$ cat src/rtl/s27_bist_ctrl.sv
// s27_bist_ctrl: LFSR stimulus, CUT reset sequencing and SISR signature compaction for the s27 CUT.
module s27_bist_ctrl #(
  parameter int          NUM_PATTERNS = 16,
  parameter logic [3:0]  SEED         = 4'b0001,
  parameter int          INIT_CYCLES  = 2,
  parameter logic [15:0] GOLDEN_SIG   = 16'h0000
) (
  input  logic        CK,
  input  logic        reset,
  input  logic        start,
  input  logic        cut_out,
  output logic [3:0]  cut_in,
  output logic        cut_reset,
  output logic        busy,
  output logic        done,
  output logic        pass,
  output logic [15:0] signature
);
  typedef enum logic [1:0] {IDLE, INIT, RUN, DONE} state_t;
  localparam logic [3:0]  INIT_LAST = 4'(INIT_CYCLES - 1);
  localparam logic [15:0] PAT_LAST  = 16'(NUM_PATTERNS - 1);
  state_t      state_q, state_d;
  logic [3:0]  lfsr_q, lfsr_d, lfsr_nx, cut_in_q, cut_in_d, icnt_q, icnt_d;
  logic [15:0] pcnt_q, pcnt_d, sig_q, sig_d, sig_step;
  logic        cut_reset_q, cut_reset_d, busy_q, busy_d, done_q, done_d, pass_q, pass_d;
  logic        init_last, run_last;
  assign sig_step  = {sig_q[14:0], 1'b0} ^ (sig_q[15] ? 16'h1021 : 16'h0) ^ {15'b0, cut_out};
  assign lfsr_nx   = {lfsr_q[2:0], lfsr_q[3] ^ lfsr_q[0]};
  assign init_last = icnt_q == INIT_LAST;
  assign run_last  = pcnt_q == PAT_LAST;
  always_ff @(posedge CK or posedge reset) begin
    if (reset) begin
      state_q     <= IDLE;
      lfsr_q      <= SEED;
      cut_in_q    <= '0;
      icnt_q      <= '0;
      pcnt_q      <= '0;
      sig_q       <= '0;
      cut_reset_q <= 1'b1;
      busy_q      <= 1'b0;
      done_q      <= 1'b0;
      pass_q      <= 1'b0;
    end else begin
      state_q     <= state_d;
      lfsr_q      <= lfsr_d;
      cut_in_q    <= cut_in_d;
      icnt_q      <= icnt_d;
      pcnt_q      <= pcnt_d;
      sig_q       <= sig_d;
      cut_reset_q <= cut_reset_d;
      busy_q      <= busy_d;
      done_q      <= done_d;
      pass_q      <= pass_d;
    end
  end
  always_comb begin
    state_d = state_q;
    case (state_q)
      IDLE, DONE: state_d = start ? INIT : state_q;
      INIT:       state_d = init_last ? RUN : INIT;
      RUN:        state_d = run_last ? DONE : RUN;
      default:    state_d = IDLE;
    endcase
  end
  // Outputs are registered: this process computes their next values alongside the datapath.
  always_comb begin
    lfsr_d      = lfsr_q;
    cut_in_d    = cut_in_q;
    icnt_d      = icnt_q;
    pcnt_d      = pcnt_q;
    sig_d       = sig_q;
    cut_reset_d = cut_reset_q;
    busy_d      = busy_q;
    done_d      = done_q;
    pass_d      = pass_q;
    case (state_q)
      IDLE, DONE: if (start) begin
        icnt_d      = '0;
        lfsr_d      = SEED;
        sig_d       = '0;
        cut_in_d    = SEED;
        cut_reset_d = 1'b1;
        busy_d      = 1'b1;
        done_d      = 1'b0;
        pass_d      = 1'b0;
      end
      INIT: begin
        icnt_d = icnt_q + 4'd1;
        if (init_last) begin
          cut_reset_d = 1'b0;
          pcnt_d      = '0;
        end
      end
      RUN: begin
        sig_d    = sig_step;
        lfsr_d   = lfsr_nx;
        cut_in_d = lfsr_nx;
        pcnt_d   = pcnt_q + 16'd1;
        if (run_last) begin
          pass_d      = sig_step == GOLDEN_SIG;
          done_d      = 1'b1;
          busy_d      = 1'b0;
          cut_reset_d = 1'b1;
          cut_in_d    = '0;
        end
      end
      default: ;
    endcase
  end
  assign cut_in    = cut_in_q;
  assign cut_reset = cut_reset_q;
  assign busy      = busy_q;
  assign done      = done_q;
  assign pass      = pass_q;
  assign signature = sig_q;
endmodule

$ cat config.mk
export PLATFORM = sky130hd
export DESIGN_NAME = s27_bist_ctrl
export DESIGN_NICKNAME = d
export VERILOG_FILES = /design/src/rtl/s27_bist_ctrl.sv
export SDC_FILE = /design/constraint.sdc
export NUM_CORES = 1
export LEC_CHECK = 0
export ABC_AREA = 1
export BUFFER_PORTS_ARGS = -buffer_cell sky130_fd_sc_hd__buf_2
export CAP_MARGIN = 20
export CORE_MARGIN = 1
export CORE_UTILIZATION = 36
export CTS_CLUSTER_SIZE = 40
export DETAILED_ROUTE_END_ITERATION = 16
export GPL_TIMING_DRIVEN = 0
export SLEW_MARGIN = 5
export SYNTH_ARGS = -nofsm -noshare
export SYNTH_HDL_FRONTEND = slang
export SYNTH_SLANG_ARGS = --single-unit
$ cat constraint.sdc
create_clock -name CK -period 1.5 [get_ports CK]
set_input_delay 0.075 -clock CK [delete_from_list [all_inputs] [get_ports CK]]
set_output_delay 0.075 -clock CK [all_outputs]
set_load 0.005 [all_outputs]
==> summary.md, run 1 <==
| Metric | Value |
|---|---|
| Fin. Hold Viols | `0` |
| Core box area | `0.00679 sq mm` |
| Remaining global-route overflow | `0` |
| Diodes inserted | `0` |
| Mapped Nets | `319` |
| Synth cell types | `30` |
| Syn Area/Cell | `8.15 sq um` |
| Via count | `2,146` |
| Number of setup violations in the final report | `0` |
| CTS root buffer | `clkbuf_8` |
| Die Height | `85.8 um` |
| GRT Util Overall | `around 16%` |
| DP Area | `around 0.0028 sq mm` |
| Die footprint | `between 0.007 and 0.008 sq mm` |
| Critical path type | `flip-flop to flip-flop` |
| I/O Buffers | `27` |
| Crit path arrival time | `1.66 ns` |
| Worst path bufs/invs | `2` |
| DRC violations left | `0` |
| First-pass GRT wire length | `9250 um` |
| Peak VDD IR | `between 700 and 800 uV` |
| Final ANT Viol Nets | `0` |
| Standard-cell rows | `30` |
| Clock transition at path regs | `0.09 ns` |
| Worst path required time | `1.69 ns` |
| Cell depth of the worst setup path | `8` |
| Worst slew pin tran | `0.340 ns` |
| DR vias/cell | `4.73` |
| Fillers | `roughly 660` |
| CP endpoint kind | `flip-flop` |
| Share of cells above drive strength 1 | `25.7%` |
| DP HPWL | `roughly 3800 um` |
| Crit-path cells | `inv_2, ha_4, nand3_4, nand2_8, buf_6, nand3_4, nor3_2, nor2_1` |
| Initial Util | `about 37%` |
| Synth-to-layout area growth | `27.0%` |
| Ys Warns | `0` |
| Worst-skew pair later-pin latency | `around 0.30 ns` |
| Die W | `85.8 um` |
| Vias in the first global route | `1,969` |
| Htree depth | `2` |
| Mapped Cells | `310` |
| Switching share of power | `36.2%` |
| Status | `finished clean` |
| Initial DRT Pass Iterations | `4` |
| Max incr delay on CP | `~0.43 ns` |
| Sink Count | `50` |
| Cell family with most CP delay | `simple AND/OR/NAND/NOR gates` |
| Max Freq | `0.679 GHz` |
| Final instance area | `0.00321 sq mm` |
| R2R cell count | `8` |
| Hold WC Path Type | `primary input to flip-flop` |
| Sequential cell fraction of total power | `37.9%` |
| P_int | `about 0.0029 W` |
| Minimum clock period after layout | `between 1 and 1.5 ns` |
| Register area share after synthesis | `49.6%` |
| Hold depth | `4` |
| # IOs | `28` |
| CP startpoint kind | `flip-flop` |
| Max_cap viols | `0` |
| Mapped cell area | `0.00253 sq mm` |
| Crit path from | `state_q[1]` |
| Total power | `around 0.0045 W` |
| Logic pwr share | `40.4%` |
| Initial antenna violation count | `0` |
| Inserted Clock Buffers | `5` |
| Worst-path maximum fanout | `8` |
| Psw | `between 0.0015 and 0.002 W` |
| Pleak | `1.60 nW` |
| CTS tree | `done` |
| Most used cell, CP | `nand3_4` |
| Largest net degree at the start of global routing | `37` |
| Max-slew violation count | `0` |
| Routability cong. | `0.790` |
| DRT iter0 DRCs | `~50` |
| Crit-path slowest cell | `dfrtp_1` |
| DR WL/cell | `12.3 um` |
| Number of synthesized register bits | `50` |
| Final Cycle Share | `98.2%` |
| Reg-to-reg critical path startpoint | `state_q[1]` |
| P per Cell Area | `between 1000 and 1500 mW/mm^2` |
| Setup Skew | `0.00680 ns` |
| CTS max path bufs | `2` |
| Nets | `366` |
| Hold Slack | `0.121 ns` |
| Hold Crit Start | `cut_out` |
| Post-Route Setup TNS | `0 ns` |
| Slew Limit Headroom | `between 70 and 80%` |
| RSZ-0062 raised after global routing | `yes` |
| Clock power share | `between 20 and 25%` |
| Final WL | `between 5000 and 6000 um` |
[routing by layer]
layer / vias up / share of wire [%] / track usage, %
met5: - / 0 / 0
met4: 0 / 0.48 / 3.64
met3: 4 / 2.5 / 3.08
met2: 27 / 48 / 25.8
met1: 1017 / 49 / 21.6
li1: 1098 / - / -
[cell families after synthesis]
family                     share of synthesized area [%]
AOI/OAI and AO/OA                                   9.16
xor gates and xnor gates                            1.39
and+or+nand+nor                                     29.1
buffers and inverters                               8.27
DFF                                                 49.6
adders and majority gates                           2.48
[synth_stat cells (all sizes together)]
master / n / share of area [%]
nand2: 69 / 11
dfrtp: 48 / 48
inv: 46 / 6.8
nor2: 40 / 6.7
nand3: 32 / 6.9
o21ai: 16 / 3.2
o22ai: 14 / 3.5
a21oi: 10 / 2.0
nand4: 7 / 1.7
nor3: 6 / 1.6
buf: 5 / 1.3
ha: 5 / 2.5
and3: 3 / 0.74
xor2: 3 / 1.0
dfstp: 2 / 2.1
a31oi: 1 / 0.25
clkbuf: 1 / 0.15
o21bai: 1 / 0.30
xnor2: 1 / 0.35
[repair_timing]
item / 4_1_cts / 5_1_grt
gates resized for setup: 10 / 45
hold endpoints to repair: 14 / 0
pin swaps: 1 / 12
hold buffers: 1 / 0
setup buffers: 1 / 9
cloned: 0 / 1
setup endpoints to repair: 33 / 44
[state kept, by name (all words and copies together) (netlist names)]
| name | cells |
|---|---|
| state_q | 2 |
| cut_in | 4 |
| pcnt_q | 16 |
| busy | 1 |
| done | 1 |
| icnt_q | 4 |
| cut_reset | 1 |
| signature | 16 |
| pass | 1 |
| lfsr_q | 4 |
[placed cells by master, fill, tap and decap left out, types with 4 or more instances in the layout]
| cell | synthesis | final |
|---|---|---|
| buf_4 | 1 | 10 |
| nand4_1 | 7 | 7 |
| inv_1 | 45 | 41 |
| nor2_4 | 2 | 4 |
| o21ai_0 | 14 | 10 |
| a21oi_1 | 10 | 9 |
| nand2_4 | 1 | 5 |
| nand3_1 | 29 | 27 |
| nor3_1 | 5 | 4 |
| o21ai_1 | 2 | 6 |
| dfrtp_1 | 48 | 47 |
| inv_2 | 1 | 5 |
| o22ai_1 | 14 | 14 |
| nor2_1 | 36 | 33 |
| clkbuf_8 | 0 | 7 |
| nand2_1 | 60 | 56 |
| ha_4 | 0 | 4 |
| buf_2 | 2 | 27 |
| nand2_2 | 8 | 6 |
[cell type report]
| cell class | instances | area (sq um) | share of cell area [%] |
|---|---|---|---|
| buffer | 6 | 70.1 | 2.18 |
| sequential | 50 | 1250 | 39.1 |
| clock buffer | 7 | 86.3 | 2.69 |
| inverter | 46 | 173 | 5.38 |
| tap | 96 | 120 | 3.74 |
| timing repair buffer | 39 | 244 | 7.60 |
| clock inverter | 1 | 30.0 | 0.936 |
| timing repair inverter | 1 | 7.51 | 0.234 |
| multi-input combinational | 208 | 1220 | 38.1 |
[through the flow]
stage | instances | setup slack [ns] | util [%]
after detailed placement | 434 | -0.228 | 41.3
after floorplan | 310 | 0.0247 | -
after global routing | 454 | -0.0447 | 47.2
final | 454 | 0.0271 | 47.2
after CTS | 444 | -0.00601 | 43.7
after global placement | 433 | -0.497 | 41.0
[power groups by stage]
stage / combinational, W / sequential, W / clock [W]
after floorplan: 0.000932 / 0.00170 / 0
final: 0.00183 / 0.00172 / 0.000981
after global routing: 0.00203 / 0.00174 / 0.00106
after detailed placement: 0.00126 / 0.00171 / 0
after CTS: 0.00137 / 0.00169 / 0.00102
after global placement: 0.00124 / 0.00171 / 0
[worst reg2reg max path, cell delays in order, from the launching register on]
cell and delay [ns]:
dfrtp_1 0.43, inv_2 0.09, ha_4 0.17, nand3_4 0.14, nand2_8 0.14, buf_6 0.11, nand3_4 0.06, nor3_2 0.18
nor2_1 0.05
[final timing paths]
check	to	slack, ns
worst max-delay path	pcnt_q[12]	0.03
worst min-delay path	signature[0]	0.12
worst max register to register	pcnt_q[12]	0.03
worst min register to register	cut_reset	0.46
max in group asynchronous	cut_reset	0.65
min in group asynchronous	signature[0]	0.28
No activity file was read; power rests on OpenSTA's default activity.
==> inputs of run 2 (changes only) <==
clock period = 1.7 ns   (was 1.5 ns; I/O delays follow)
==> run 2 against run 1 <==
  * Global-route usage is 0.083 points lower
  * Count of clock-buffer cells in the layout unchanged
  * Wire length decreased by 6.2%
  * Critical path depth is 1 lower
==> summary.md, run 2 (same netlist as run 1, synthesis figures left out) <==
| Metric | Value |
|---|---|
| Status | `finished clean` |
| Fin. Hold Viols | `0 (unchanged)` |
| Clock power share | `24.8% (+3.1 points)` |
| Initial DRT Pass Iterations | `4 (unchanged)` |
| Routability cong. | `0.790 (unchanged)` |
| Number of setup violations in the final report | `0 (unchanged)` |
| Inserted Clock Buffers | `5 (unchanged)` |
| Hold WC Path Type | `primary input to flip-flop` |
| Most used cell, CP | `nand2_4` |
| Nets | `355 (-3.0%)` |
| Initial antenna violation count | `0 (unchanged)` |
| Max_cap viols | `0 (unchanged)` |
| Fillers | `689 (+3.9%)` |
| Sink Count | `50 (unchanged)` |
| First-pass GRT wire length | `9200 um (-0.59%)` |
| Max-slew violation count | `0 (unchanged)` |
| Final WL | `5240 um (-6.2%)` |
| Max incr delay on CP | `0.38 ns (-0.05 ns)` |
| DRC violations left | `0 (unchanged)` |
| Share of cells above drive strength 1 | `18.2% (-7.5 points)` |
| Pleak | `1.52 nW (-5.0%)` |
| Critical path type | `flip-flop to flip-flop` |
| Standard-cell rows | `30 (unchanged)` |
| Clock transition at path regs | `0.09 ns (about the same)` |
| Core box area | `0.00679 sq mm (unchanged)` |
| Worst slew pin tran | `0.343 ns (+0.00263 ns)` |
| Most common cell after layout, fill and taps aside | `nand2_1` |
| DRT iter0 DRCs | `67 (+31%)` |
| Crit-path slowest cell | `dfrtp_1` |
| CTS tree | `done` |
| Worst-skew pair later-pin latency | `0.30 ns (about the same)` |
| GRT Util Overall | `15.6% (-0.083 points)` |
| DR WL/cell | `11.8 um (-3.9%)` |
| Die W | `85.8 um (unchanged)` |
| Htree depth | `2 (unchanged)` |
| CP endpoint kind | `flip-flop` |
| Logic pwr share | `32.7% (-7.7 points)` |
| Initial Util | `37.2% (unchanged)` |
| Sequential cell fraction of total power | `42.5% (+4.6 points)` |
| Max Freq | `0.642 GHz (-5.5%)` |
| Diodes inserted | `0 (unchanged)` |
| Worst path required time | `1.89 ns (+0.20 ns)` |
| CP startpoint kind | `flip-flop` |
| Worst-path maximum fanout | `10 (+2)` |
| Final ANT Viol Nets | `0 (unchanged)` |
| P_int | `0.00225 W (-22%)` |
| I/O Buffers | `27 (unchanged)` |
| P per Cell Area | `1190 mW/mm^2 (-16%)` |
| Die Height | `85.8 um (unchanged)` |
| DP Area | `0.00280 sq mm (unchanged)` |
| # IOs | `28 (unchanged)` |
| Commonest non-fill, non-tap cells in the layout | `60 x nand2_1, 48 x dfrtp_1, 44 x inv_1` |
| DP HPWL | `3850 um (unchanged)` |
| Die footprint | `0.00736 sq mm (unchanged)` |
| Crit path arrival time | `1.74 ns (+0.08 ns)` |
| Hold Slack | `0.134 ns (+0.0122 ns)` |
| Total power | `0.00350 W (-23%)` |
| Peak VDD IR | `624 uV (-14%)` |
| Crit-path cells | `inv_1, ha_1, nand2_2, nand2_4, nand2_4, buf_4, o22ai_1` |
| Slew Limit Headroom | `77.1% (-0.18 points)` |
| Post-Route Setup TNS | `0 ns (unchanged)` |
| Minimum clock period after layout | `1.56 ns (+0.0853 ns)` |
| Setup Skew | `0.00671 ns (-0.0000961 ns)` |
| CTS max path bufs | `2 (unchanged)` |
| Largest net degree at the start of global routing | `37 (unchanged)` |
| Remaining global-route overflow | `0 (unchanged)` |
| Psw | `0.00125 W (-24%)` |
| CTS root buffer | `clkbuf_8` |
| Final instance area | `0.00295 sq mm (-8.2%)` |
| Switching share of power | `35.6% (-0.58 points)` |
| Post-CTS setup buffer count | `0 (-1)` |
| Synth-to-layout area growth | `16.6%` |
| Via count | `2,062 (-3.9%)` |
| Final Cycle Share | `91.7% (-6.5 points)` |
| RSZ-0062 raised after global routing | `no` |
| DR vias/cell | `4.65 (-1.5%)` |
| Vias in the first global route | `1,959 (-0.51%)` |
-- run 2: changes by cell type in the layout (fill, tap and decap cells not counted), sizes merged --
| cell | change |
|---|---|
| buf | -10 |
| clkinvlp | -1 |
-- run 2: through the flow --
step                      worst slack (ns)  util (%)  cells
final                                0.142      43.4    443
after global routing                0.0271      43.4    443
after CTS                          0.00621      43.2    443
after detailed placement           -0.0282      41.3    434
after global placement              -0.307      41.0    433
after floorplan                      0.225         -    310
-- run 2: timing repair --
action	4_1_cts	5_1_grt
endpoints found under the hold margin	14	0
endpoints found under the setup margin	11	14
resized for setup	2	4
hold buffers	1	0
cloned	0	0
-- run 2: final cells by class --
type / count / area (sq um) / share of cell area [%]
buffer: 6 / 41.3 / 1.40
multi-input combinational: 208 / 1080 / 36.6
clock buffer: 7 / 86.3 / 2.93
tap: 96 / 120 / 4.08
timing repair buffer: 29 / 165 / 5.61
inverter: 46 / 173 / 5.86
clock inverter: 1 / 30.0 / 1.02
sequential: 50 / 1250 / 42.5
-- run 2: worst paths after layout --
path | depth (start not counted) | start | slack (ns) | endpoint
worst min-delay path | 4 | cut_out | 0.13 | signature[0]
worst max-delay path | 7 | state_q[0] | 0.14 | signature[1]
worst min register to register | 2 | cut_reset | 0.46 | cut_reset
max in group asynchronous | 4 | reset | 0.84 | cut_reset
worst max register to register | 7 | state_q[0] | 0.14 | signature[1]
min in group asynchronous | 3 | reset | 0.29 | signature[0]
-- run 2: power groups by stage --
stage	logic (W)	registers [W]	clock network, W
2_1_floorplan	0.000822	0.00150	0
3_3_place_gp	0.00110	0.00151	0
3_5_place_dp	0.00111	0.00151	0
4_1_cts	0.00114	0.00149	0.000901
5_1_grt	0.00132	0.00151	0.000934
6_report	0.00114	0.00149	0.000870
-- run 2: per-layer routing --
metal / up-vias / share of wire, % / track usage (%)
met2: 22 / 47 / 25.6
met5: - / 0 / 0
met3: 4 / 2.6 / 3.08
met4: 0 / 0.52 / 3.64
met1: 964 / 49 / 21.6
li1: 1072 / - / -
-- run 2: worst max-delay path: cells and delay by family (launching register included) --
kind / cells / cell delay, ns
AND/OR/NAND/NOR: 3 / 0.41
AO/OA/AOI/OAI: 1 / 0.09
buffers and inverters: 2 / 0.24
flip-flops: 1 / 0.38
adder cells (fa/ha/maj): 1 / 0.32
